`config.mk`:
```
export PLATFORM = sky130hd
export DESIGN_NAME = ms_spi_flash_responder
export DESIGN_NICKNAME = d
export VERILOG_FILES = /design/src/rtl/ms_spi_flash_pkg.sv /design/src/rtl/ms_spi_sync_edge.sv /design/src/rtl/ms_spi_flash_responder.sv
export SDC_FILE = /design/constraint.sdc
export NUM_CORES = 1
export LEC_CHECK = 0
export ABC_AREA = 1
export BUFFER_PORTS_ARGS = -buffer_cell sky130_fd_sc_hd__clkbuf_2
export CORE_ASPECT_RATIO = 1.4
export CORE_UTILIZATION = 66
export DETAILED_ROUTE_END_ITERATION = 16
export GPL_ROUTABILITY_DRIVEN = 0
export MAX_ROUTING_LAYER = met4
export PLACE_DENSITY_LB_ADDON = 0.12
export SETUP_SLACK_MARGIN = 0.02
export SKIP_LAST_GASP = 1
export SLEW_MARGIN = 40
export SYNTH_ARGS = -nofsm -noshare
export SYNTH_HDL_FRONTEND = slang
export SYNTH_SLANG_ARGS = --single-unit
```
`constraint.sdc`:
```
create_clock -name HCLK -period 4.6 [get_ports HCLK]
set_input_delay 0.69 -clock HCLK [delete_from_list [all_inputs] [get_ports HCLK]]
set_output_delay 0.69 -clock HCLK [all_outputs]
set_load 0.02 [all_outputs]
```
`src/rtl/ms_spi_flash_pkg.sv`:
```
// Shared opcodes, FSM state encoding and wire-format constants for the SPI flash responder.
package ms_spi_flash_pkg;

    localparam int unsigned WIRE_ADDR_W = 24;
    localparam int unsigned CNT_W       = 5;

    localparam logic [7:0] CMD_READ      = 8'h03;
    localparam logic [7:0] CMD_FAST_READ = 8'h0B;
    localparam logic [7:0] CMD_RDID      = 8'h9F;

    typedef enum logic [2:0] {
        ST_IDLE,
        ST_CMD,
        ST_ADDR,
        ST_DUMMY,
        ST_DATA,
        ST_ID,
        ST_IGNORE
    } state_e;

endpackage

```
`src/rtl/ms_spi_sync_edge.sv`:
```
// Two-flop synchronizer with a third stage for rise/fall detection.
module ms_spi_sync_edge #(
    parameter logic RST_VAL = 1'b0
) (
    input  logic clk_i,
    input  logic rst_ni,
    input  logic d_i,
    output logic level_o,
    output logic rise_c_o,
    output logic fall_c_o
);

    logic s1_q, s2_q, s3_q;

    // Synchronizer chain; all stages share the reset value so reset never looks like an edge.
    always_ff @(posedge clk_i or negedge rst_ni) begin
        if (!rst_ni) begin
            s1_q <= RST_VAL;
            s2_q <= RST_VAL;
            s3_q <= RST_VAL;
        end else begin
            s1_q <= d_i;
            s2_q <= s1_q;
            s3_q <= s2_q;
        end
    end

    assign level_o  = s2_q;
    assign rise_c_o = s2_q & ~s3_q;
    assign fall_c_o = ~s2_q & s3_q;

endmodule

```
`src/rtl/ms_spi_flash_responder.sv`:
```
// SPI mode-0 flash slave: serves READ, FAST_READ and JEDEC-ID from a synchronous byte memory.
module ms_spi_flash_responder
    import ms_spi_flash_pkg::*;
#(
    parameter int unsigned ADDR_W    = 24,
    parameter logic [23:0] JEDEC_ID  = 24'hBF2658,
    parameter int unsigned DUMMY_CYC = 8
) (
    input  logic              HCLK,
    input  logic              HRESETn,
    input  logic              sck,
    input  logic              ce_n,
    input  logic              mosi,
    output logic              miso,
    output logic              miso_oe,
    output logic              mem_rd,
    output logic [ADDR_W-1:0] mem_addr,
    input  logic [7:0]        mem_rdata
);

    logic sck_lvl, sck_rise_c, sck_fall_c;
    logic ce_lvl, ce_rise_c, ce_fall_c;
    logic mosi_lvl, mosi_rise_c, mosi_fall_c;
    logic unused_c;

    ms_spi_sync_edge #(.RST_VAL(1'b0)) u_sync_sck (
        .clk_i(HCLK), .rst_ni(HRESETn), .d_i(sck),
        .level_o(sck_lvl), .rise_c_o(sck_rise_c), .fall_c_o(sck_fall_c)
    );

    ms_spi_sync_edge #(.RST_VAL(1'b1)) u_sync_ce (
        .clk_i(HCLK), .rst_ni(HRESETn), .d_i(ce_n),
        .level_o(ce_lvl), .rise_c_o(ce_rise_c), .fall_c_o(ce_fall_c)
    );

    ms_spi_sync_edge #(.RST_VAL(1'b0)) u_sync_mosi (
        .clk_i(HCLK), .rst_ni(HRESETn), .d_i(mosi),
        .level_o(mosi_lvl), .rise_c_o(mosi_rise_c), .fall_c_o(mosi_fall_c)
    );

    assign unused_c = ^{sck_lvl, mosi_rise_c, mosi_fall_c};

    state_e                 state_q;
    logic [CNT_W-1:0]       bit_cnt_q;
    logic [7:0]             cmd_q;
    logic [WIRE_ADDR_W-2:0] addr_sh_q;
    logic [7:0]             tx_q;
    logic [7:0]             buf_q;
    logic [23:0]            id_sh_q;
    logic                   rd_dly_q;
    logic                   miso_q, miso_oe_q, mem_rd_q;
    logic [ADDR_W-1:0]      mem_addr_q;
    logic [1:0]             settle_q;
    logic                   armed_q;

    logic                   rise_act_c, fall_act_c;
    logic [7:0]             cmd_nxt_c;
    logic [WIRE_ADDR_W-1:0] addr_nxt_c;

    // SCK edges only count while the chip is selected.
    assign rise_act_c = sck_rise_c & ~ce_lvl;
    assign fall_act_c = sck_fall_c & ~ce_lvl;
    assign cmd_nxt_c  = {cmd_q[6:0], mosi_lvl};
    assign addr_nxt_c = {addr_sh_q, mosi_lvl};

    // Frame-start qualifier: a ce_n already low when reset releases must not open a frame.
    always_ff @(posedge HCLK or negedge HRESETn) begin
        if (!HRESETn) begin
            settle_q <= 2'd0;
            armed_q  <= 1'b0;
        end else begin
            if (settle_q != 2'd2) settle_q <= settle_q + 2'd1;
            if (settle_q == 2'd2 && ce_lvl) armed_q <= 1'b1;
        end
    end

    // Protocol FSM with registered miso / memory-port outputs.
    always_ff @(posedge HCLK or negedge HRESETn) begin
        if (!HRESETn) begin
            state_q    <= ST_IDLE;
            bit_cnt_q  <= '0;
            cmd_q      <= '0;
            addr_sh_q  <= '0;
            tx_q       <= '0;
            buf_q      <= '0;
            id_sh_q    <= '0;
            rd_dly_q   <= 1'b0;
            miso_q     <= 1'b0;
            miso_oe_q  <= 1'b0;
            mem_rd_q   <= 1'b0;
            mem_addr_q <= '0;
        end else begin
            mem_rd_q <= 1'b0;
            rd_dly_q <= mem_rd_q;
            if (rd_dly_q && state_q != ST_IDLE) buf_q <= mem_rdata;

            if (ce_rise_c) begin
                state_q   <= ST_IDLE;
                bit_cnt_q <= '0;
                cmd_q     <= '0;
                addr_sh_q <= '0;
                tx_q      <= '0;
                buf_q     <= '0;
                id_sh_q   <= '0;
                miso_q    <= 1'b0;
                miso_oe_q <= 1'b0;
            end else begin
                unique case (state_q)
                    ST_IDLE: begin
                        if (ce_fall_c && armed_q) begin
                            state_q   <= ST_CMD;
                            bit_cnt_q <= '0;
                        end
                    end
                    ST_CMD: begin
                        if (rise_act_c) begin
                            cmd_q <= cmd_nxt_c;
                            if (bit_cnt_q == CNT_W'(7)) begin
                                bit_cnt_q <= '0;
                                if (cmd_nxt_c == CMD_READ || cmd_nxt_c == CMD_FAST_READ) begin
                                    state_q <= ST_ADDR;
                                end else if (cmd_nxt_c == CMD_RDID) begin
                                    state_q   <= ST_ID;
                                    id_sh_q   <= JEDEC_ID;
                                    miso_oe_q <= 1'b1;
                                end else begin
                                    state_q <= ST_IGNORE;
                                end
                            end else begin
                                bit_cnt_q <= bit_cnt_q + CNT_W'(1);
                            end
                        end
                    end
                    ST_ADDR: begin
                        if (rise_act_c) begin
                            addr_sh_q <= addr_nxt_c[WIRE_ADDR_W-2:0];
                            if (bit_cnt_q == CNT_W'(WIRE_ADDR_W - 1)) begin
                                bit_cnt_q  <= '0;
                                mem_addr_q <= addr_nxt_c[ADDR_W-1:0];
                                mem_rd_q   <= 1'b1;
                                if (cmd_q == CMD_FAST_READ) begin
                                    state_q <= ST_DUMMY;
                                end else begin
                                    state_q   <= ST_DATA;
                                    miso_oe_q <= 1'b1;
                                end
                            end else begin
                                bit_cnt_q <= bit_cnt_q + CNT_W'(1);
                            end
                        end
                    end
                    ST_DUMMY: begin
                        if (rise_act_c) begin
                            if (bit_cnt_q == CNT_W'(DUMMY_CYC - 1)) begin
                                bit_cnt_q <= '0;
                                state_q   <= ST_DATA;
                                miso_oe_q <= 1'b1;
                            end else begin
                                bit_cnt_q <= bit_cnt_q + CNT_W'(1);
                            end
                        end
                    end
                    ST_DATA: begin
                        if (fall_act_c) begin
                            // Byte boundary: present bit 7 of the buffered byte and prefetch the next one.
                            if (bit_cnt_q[2:0] == 3'd0) begin
                                miso_q     <= buf_q[7];
                                tx_q       <= {buf_q[6:0], 1'b0};
                                mem_addr_q <= mem_addr_q + ADDR_W'(1);
                                mem_rd_q   <= 1'b1;
                            end else begin
                                miso_q <= tx_q[7];
                                tx_q   <= {tx_q[6:0], 1'b0};
                            end
                            bit_cnt_q <= CNT_W'(3'(bit_cnt_q[2:0] + 3'd1));
                        end
                    end
                    ST_ID: begin
                        if (fall_act_c) begin
                            miso_q  <= id_sh_q[23];
                            id_sh_q <= {id_sh_q[22:0], 1'b0};
                        end
                    end
                    ST_IGNORE: begin
                        miso_oe_q <= 1'b0;
                    end
                    default: begin
                        state_q <= ST_IDLE;
                    end
                endcase
            end
        end
    end

    assign miso     = miso_q;
    assign miso_oe  = miso_oe_q;
    assign mem_rd   = mem_rd_q;
    assign mem_addr = mem_addr_q;

endmodule

```
=== Word level (Yosys, flattened, before mapping) ===
Index checks and enable logic that the tools add are counted.

* Register bits: 118
* Logic and storage cells: 164
* Output and inout bits: 27
* Input bits: 13

* Multiplexer cells: 66
* Bitwise operators: 11
* $add $sub $neg: 4
* Reduce and logical (&&, ||, !) cells: 29
* Equality and inequality tests: 32

{| class="wikitable"
|+ Operators with widths
! kind !! count
|-
| $mux 24 || 10
|-
| $pmux 24 s2 || 2
|-
| $mux 8 || 9
|-
| $mux 23 || 3
|-
| $ne 3x3->1 const B || 12
|-
| $mux 5 || 7
|-
| $mux 3 || 10
|-
| $add 24x1->24 const B || 1
|-
| $pmux 5 s4 || 1
|-
| $mux 1 || 19
|-
| $eq 8x4->1 const B || 2
|-
| $pmux 3 s5 || 1
|-
| $reduce_bool 2->1 || 7
|-
| $reduce_and 6->1 || 2
|-
| $ne 2x2->1 const B || 5
|-
| $reduce_and 10->1 || 1
|-
| $reduce_bool 5->1 || 2
|-
| $eq 3x3->1 const B || 3
|-
| $reduce_bool 3->1 || 3
|-
| $eq 8x2->1 const B || 1
|-
| $eq 8x8->1 const B || 1
|-
| $reduce_and 8->1 || 1
|-
| $and 1x1->1 || 6
|-
| $eq 3x2->1 const B || 2
|-
| other kinds (21) || 31
|}

=== Longest topological paths before layout ===
Gate-level depths: netlist (run 1).

* Depth in word-level cells: 7
* Mapped depth: 12

=== Hierarchy ===
Synthesis (run 1) repeated with hierarchy kept, for this count alone.

* Cell total of the unflattened synthesis: 789
* Area, all modules: 5911.9 um2

{| class="wikitable"
|+ Modules (own cells, without submodules)
! module !! instances !! cells an instance !! area an instance (um2) !! seq. area each (um2)
|-
| ms_spi_flash_responder || 1 || 768 || 5637.9 || 2652.5
|-
| ms_spi_sync_edge at u_sync_mosi ... || 2 || 7 || 90.1 || 75.1
|-
| ms_spi_sync_edge at u_sync_ce || 1 || 7 || 93.8 || 78.8
|}

=== Least setup slack after synthesis (run 1) ===
No wires, ideal clock.

* Path kind: flip-flop to flip-flop
* Start: register mem_addr_q[1], in the netlist mem_addr[1]
* End: register mem_addr_q[18], in the netlist mem_addr[18]
* Data required time: 4483 ps
* Buffers on the path: 0
* Slack: 3012 ps
* Cell stages (with the launch flop): 11
* Arrival time: 1471 ps
* Path through: dfrtp_1 -> ha_1 -> nand2_1 -> nor2_1 -> nand2_1 -> nor2_1 -> nand2_1 -> nand2_1 -> nand3_1 -> nand2_1 -> nand2_1

* Cells in the longest elaborated chain, start to end: 4

{| class="wikitable"
|+ Ends and longest elaborated chain
! element !! line !! RTL
|-
| start: declaration || ms_spi_flash_responder.sv:52 || <nowiki>logic [ADDR_W-1:0] mem_addr_q;</nowiki>
|-
| start signal: assignment || ms_spi_flash_responder.sv:139 || <nowiki>mem_addr_q <= addr_nxt_c[ADDR_W-1:0];</nowiki>
|-
| start signal: assignment || ms_spi_flash_responder.sv:169 || <nowiki>mem_addr_q <= mem_addr_q + ADDR_W'(1);</nowiki>
|-
| $add 24x1->24 || ms_spi_flash_responder.sv:169 ||
|-
| $mux 24 || ms_spi_flash_responder.sv:166 || <nowiki>if (bit_cnt_q[2:0] == 3'd0) begin</nowiki>
|-
| $mux 24 || ms_spi_flash_responder.sv:164 || <nowiki>if (fall_act_c) begin</nowiki>
|-
| $pmux 24 s2 || ms_spi_flash_responder.sv:108 || <nowiki>unique case (state_q)</nowiki>
|}

No other way between the ends. The select of a mux whose other input is x is not followed.
A chain may end at the register's enable or synchronous reset.

=== Final worst setup path (run 1) ===
* Start: register state_q[1]
* End: register mem_addr_q[10], in the netlist mem_addr[10]

* Cells in the longest elaborated chain, start to end: 3

{| class="wikitable"
|+ Ends and longest elaborated chain
! element !! line !! RTL
|-
| start: declaration || ms_spi_flash_responder.sv:43 || <nowiki>state_e state_q;</nowiki>
|-
| start signal: assignment || ms_spi_flash_responder.sv:80 || <nowiki>state_q <= ST_IDLE;</nowiki>
|-
| start signal: assignment || ms_spi_flash_responder.sv:98 || <nowiki>state_q <= ST_IDLE;</nowiki>
|-
| start signal: assignment || ms_spi_flash_responder.sv:111 || <nowiki>state_q <= ST_CMD;</nowiki>
|-
| $eq 3x3->1 / $eq 3x2->1 (equally long branches) || ms_spi_flash_responder.sv:108 ||
|-
| $ne 2x2->1 (no line) / $reduce_bool 2->1 (equally long branches) || - ||
|-
| $reduce_and 6->1 (no line) || - ||
|}

Parallel ways exist; a longest one is shown, timed or not.

==> flow_summary.toml, run 1 <==
[synthesis]
netlist_area_um2 = 6056
syn-num-nets = 826
ys.warnings.count = 0
synth_async_sr_flop_share_pct = 100.0
synth_seq_area_share_pct = 47.17
synth_edf_count = 0
synth_area_per_cell_um2 = 7.486
ys_ff_latch = 114
ys_types = 38
synth_cells = 809
ys.flop_type = "dfrtp_1"

[grt]
antenna_found_initial = 0
grt_overflow = 0
grt_pass1_vias = 5119
grt_usage_pct = 31.94
grt_pass1_wl_um = 23440
grt_max_degree = 84

[timing]
fin_ws_ns = 1.759
finalHoldWorstSlack_ns = 0.3105
worst_pin_slew_ns = 0.7410
hold_violations = 0
min_period_over_period_pct = 61.77
relSlewSlack_pct = 50.44
max_freq_mhz = 351.9
finalSetupViolations = 0
rsz0062_at_grt = "false"
fin_worst_skew_ns = 0.009867
slew_viol_final = 0
min_period_ns = 2.841
fin_setup_tns_ns = 0

[clocking]
cts_tree = "yes"
clk_latency_ns = 0.41
cts_buffer_depth = 2
hold_buffers = 0
cts.sinks = 114
postCtsSetupRepairBufs = 0
h-tree-depth = 4
post_cts_resized = 0
clkTransAtPathRegs_ns = 0.05
root_buffer = "clkbuf_16"
numCtsBuffers = 17

[die]
initial_core_util_pct = 67.46
row_count = 41
num_io_pins = 40
fp.dieW_um = 82.96
core_area_um2 = 8977
die_h_um = 115.3
die_area_um2 = 9568

[pwr]
power_density_nw_per_um2 = 583.4
power.leakage_nw = 3.330
peakVddDrop_v = 0.0004192
power.total_mw = 3.987

[setup_path]
crit_top_cell = "inv_2"
critPathKind = "reg2reg"
cp_cell_sequence = "nor2_4 -> nand2_1 -> buf_4 -> inv_2 -> nand3_1 -> nand2_2 -> inv_2 -> a21oi_1 -> nor2_1"
slowest_delay_ns = 0.51
worstPathRequired_ns = 4.90
r2r_slack_ns = 1.76
cp.depth = 9
reg2reg_depth = 9
startpoint = "state_q[1]"
cp_data_arrival_time_ns = 3.14
startpoint_type = "register"
crit_path_max_fanout = 40
crit_family = "buffers and inverters"
endpoint = "mem_addr[10]"
reg2reg_to = "mem_addr[10]"
worst-path-buf-inv = 3
endpoint_kind = "register"
critPathSlowestCell = "inv_2"
r2r-start = "state_q[1]"

[finish]
final_layout_size_suffix_gt1_share_pct = 11.88
final_common_cell = "nand2_1"
final_nets = 854
postLayoutCellArea_um2 = 6835
fillCellCount = 667
layout-area-overhead-vs-synth_pct = 12.87
antenna_cells = 0
final_cell_mix = "nand2_1, nand3_1, dfrtp_1"

[detailed_routing]
vias = 5476
wirelength_um = 14100
routed_via_density = 5.722
drt_pass1_iterations = 5
drt-initial-drc-count = 351
drc = 0
ant_nets = 0
wl_per_cell_um = 14.74

[run]
cap_violations = 0

[min_path]
hold_path.class = "in2async"

[place]
dp_slack_ns = 1.868
portBuffers = 39
dp_hpwl_um = 9269
dpl_cell_area_um2 = 6231

[outcome]
outcome = "finished clean"
through the flow:
step	cells	util, %
after floorplan	809	-
after global placement	925	69.37
after detailed placement	925	69.41
after CTS	957	76.03
after global routing	957	76.14
final	957	76.14
registers in the layout (all words and copies together), names as in the netlist, 2 cells and up:
register and count:
state_q 3, mem_addr 24, id_sh_q 21, bit_cnt_q 5
addr_sh_q 23, tx_q 7, cmd_q 8, buf_q 8
settle_q 2
cell usage after synthesis (all sizes together), types with 2 or more instances:
cell    instances  area, µm²
buf            22      141.4
or2             2      12.51
inv            93      351.6
nand3b          3      22.52
dfrtp         111       2778
nor3            3      37.53
nand2         231      884.6
o31ai           5      37.54
nor2           97      406.6
o21ai          58      294.0
o211ai          8      60.06
xnor2           2      17.52
dfstp           3      78.83
a31oi           3      18.77
ha              4      50.05
nand3         115      590.6
o22ai           9      56.30
clkbuf         11      41.29
nand4           8      50.05
xor2            2      17.52
a21oi          14      70.07
where the power goes:
group | internal [mW] | total, mW | switching (mW)
Combinational | 0.372 | 1.19 | 0.823
Clock | 0.891 | 1.32 | 0.432
Sequential | 1.23 | 1.47 | 0.243
layout make-up:
| type | count | area (µm²) | share of cell area, % |
|---|---|---|---|
| flip-flops and latches | 114 | 2856 | 41.79 |
| clock buffers | 26 | 489.2 | 7.157 |
| repair buffers | 42 | 226.5 | 3.313 |
| clock inverters | 6 | 105.1 | 1.538 |
| inverters | 93 | 351.6 | 5.144 |
| well taps | 107 | 133.9 | 1.959 |
| multi-input cells | 569 | 2673 | 39.10 |
worst min path at each step:
| stage | start | endpoint | slack [ns] | depth (start not counted) |
|---|---|---|---|---|
| final | HRESETn | mem_addr[22] | 0.31 | 1 |
| after global routing | u_sync_sck.s1_q | u_sync_sck.level_o | 0.36 | 0 |
| after detailed placement | u_sync_mosi.s1_q | u_sync_mosi.level_o | 0.34 | 0 |
| after CTS | u_sync_mosi.s1_q | u_sync_mosi.level_o | 0.35 | 0 |
| after floorplan | u_sync_mosi.s1_q | u_sync_mosi.level_o | 0.33 | 0 |
| after global placement | u_sync_sck.s1_q | u_sync_sck.level_o | 0.33 | 0 |
worst register-to-register path, delay by kind of cell (launching register included):
family,cells,cell delay (ns)
flip-flops,1,0.50
AND/OR/NAND/NOR,5,0.96
buffers and inverters,3,1.07
AO/OA/AOI/OAI,1,0.21
logic make-up (layout without fill, tap and decap cells):
logic type	count (synthesis)	in the layout	share of synthesized area, %
simple gates	460	460	33.20
buf+inv	126	167	8.822
flops	114	114	47.17
compound gates	101	101	9.401
fa+ha+maj	4	4	0.8265
xor+xnor	4	4	0.5786
layer usage:
| metal | GRT usage, % | share of wire [%] | routed length (µm) | vias up |
|---|---|---|---|---|
| met5 | - | 0 | 0 | - |
| met4 | 16.78 | 3.6 | 507 | 0 |
| met3 | 5.599 | 3.7 | 527 | 48 |
| met2 | 54.37 | 52 | 7365 | 170 |
| met1 | 36.16 | 40 | 5703 | 2606 |
| li1 | - | - | - | 2652 |
No activity file was read; power rests on OpenSTA's default activity.
==> inputs of run 2 (changes only) <==
CORE_UTILIZATION = 55   (was 66)
clock period = 2.4 ns   (was 4.6 ns; I/O delays follow)
==> flow_summary.toml, run 2 (same netlist as run 1, synthesis figures left out) <==
[clocking]
post_cts_resized = 0
cts_buffer_depth = 2
cts.sinks = 114
clk_latency_ns = 0.41
h-tree-depth = 4
root_buffer = "clkbuf_16"
cts_tree = "yes"
numCtsBuffers = 17
clkTransAtPathRegs_ns = 0.06
postCtsSetupRepairBufs = 0
hold_buffers = 1

[place]
dp_hpwl_um = 9586
portBuffers = 39
dpl_cell_area_um2 = 6362

[grt]
grt_overflow = 0
grt_pass1_vias = 5361
grt_usage_pct = 26.55
antenna_found_initial = 0
grt_max_degree = 59
grt_pass1_wl_um = 23670

[setup_path]
startpoint_type = "register"
worstPathRequired_ns = 2.71
endpoint_kind = "register"
crit_path_max_fanout = 25
cp_data_arrival_time_ns = 2.41
startpoint = "bit_cnt_q[0]"
critPathKind = "reg2reg"
r2r-start = "bit_cnt_q[0]"

[finish]
antenna_cells = 0
layout-area-overhead-vs-synth_pct = 14.42
final_cell_mix = "nand2_1, nand3_1, dfrtp_1"
fillCellCount = 949
final_common_cell = "nand2_1"
final_nets = 864
final_layout_size_suffix_gt1_share_pct = 12.91
postLayoutCellArea_um2 = 6929
fin_util_pct = 64.43
largest_register_ff_count = 24

[detailed_routing]
routed_via_density = 5.417
wirelength_um = 13900
drt_pass1_iterations = 7
drc = 0
ant_nets = 0
wl_per_cell_um = 13.88
vias = 5422
drt-initial-drc-count = 349

[timing]
min_period_ns = 2.106
fin_setup_tns_ns = 0
worst_pin_slew_ns = 0.5833
finalHoldWorstSlack_ns = 0.02759
fin_worst_skew_ns = 0.008103
min_period_over_period_pct = 87.75
relSlewSlack_pct = 60.70
slew_viol_final = 0
rsz0062_at_grt = "false"
finalSetupViolations = 0
hold_violations = 0
max_freq_mhz = 474.8

[die]
die_h_um = 126.2
initial_core_util_pct = 56.31
num_io_pins = 40
die_area_um2 = 11440
core_area_um2 = 10750
fp.dieW_um = 90.69
row_count = 45

[min_path]
min_from = "ce_n"
hold_path.class = "in2reg"

[pwr]
power.leakage_nw = 3.348
power.total_mw = 7.482
power_density_nw_per_um2 = 1080
peakVddDrop_v = 0.0006622

[run]
cap_violations = 0

[outcome]
outcome = "finished clean"
[run 2: final timing paths]
path	end	slack (ns)	cells after the start
setup / recovery	mem_addr[21]	0.29	11
max in group asynchronous	state_q[0]	1.45	3
setup reg to reg	mem_addr[21]	0.29	11
hold reg to reg	u_sync_mosi.level_o	0.35	0
hold / removal	u_sync_ce.s1_q	0.03	1
min in group asynchronous	mem_addr[19]	0.36	2
[run 2: per-stage QoR]
stage	std cells	setup WS, ns
floorplan	809	0.8120
global placement	968	0.3690
detailed placement	968	0.3099
CTS	1001	0.3012
global route	1001	0.09888
finish	1001	0.2940
[run 2: critical path, cell delays in order (launching register included)]
cell,delay [ns]
dfrtp_1,0.42
ha_1,0.25
nand2_2,0.10
inv_1,0.07
nand3_1,0.20
inv_2,0.05
nand2_1,0.08
nand2_2,0.19
inv_2,0.41
nor2_1,0.09
nand2_1,0.09
nand2_1,0.05
[run 2: power breakdown]
| group | total, mW | internal [mW] | switching [mW] |
|---|---|---|---|
| Sequential | 2.82 | 2.35 | 0.474 |
| Combinational | 2.28 | 0.747 | 1.54 |
| Clock | 2.38 | 1.52 | 0.859 |
[run 2: area by class of cell]
type                    instances  area (µm²)  share of cell area, %
repair buffers                 52       322.8                  4.659
multi-input cells             569        2665                  38.46
inverters                      93       351.6                  5.074
clock buffers                  22       444.2                  6.410
flip-flops and latches        114        2856                  41.22
clock inverters                10       112.6                  1.625
well taps                     141       176.4                  2.546
[run 2: per-layer routing]
layer	vias up	share of wire, %	routed length (µm)	track usage, %
met4	0	2.0	282	12.05
li1	2681	-	-	-
met2	137	53	7350	46.48
met3	26	3.6	501	5.374
met5	-	0	0	-
met1	2578	41	5761	28.82
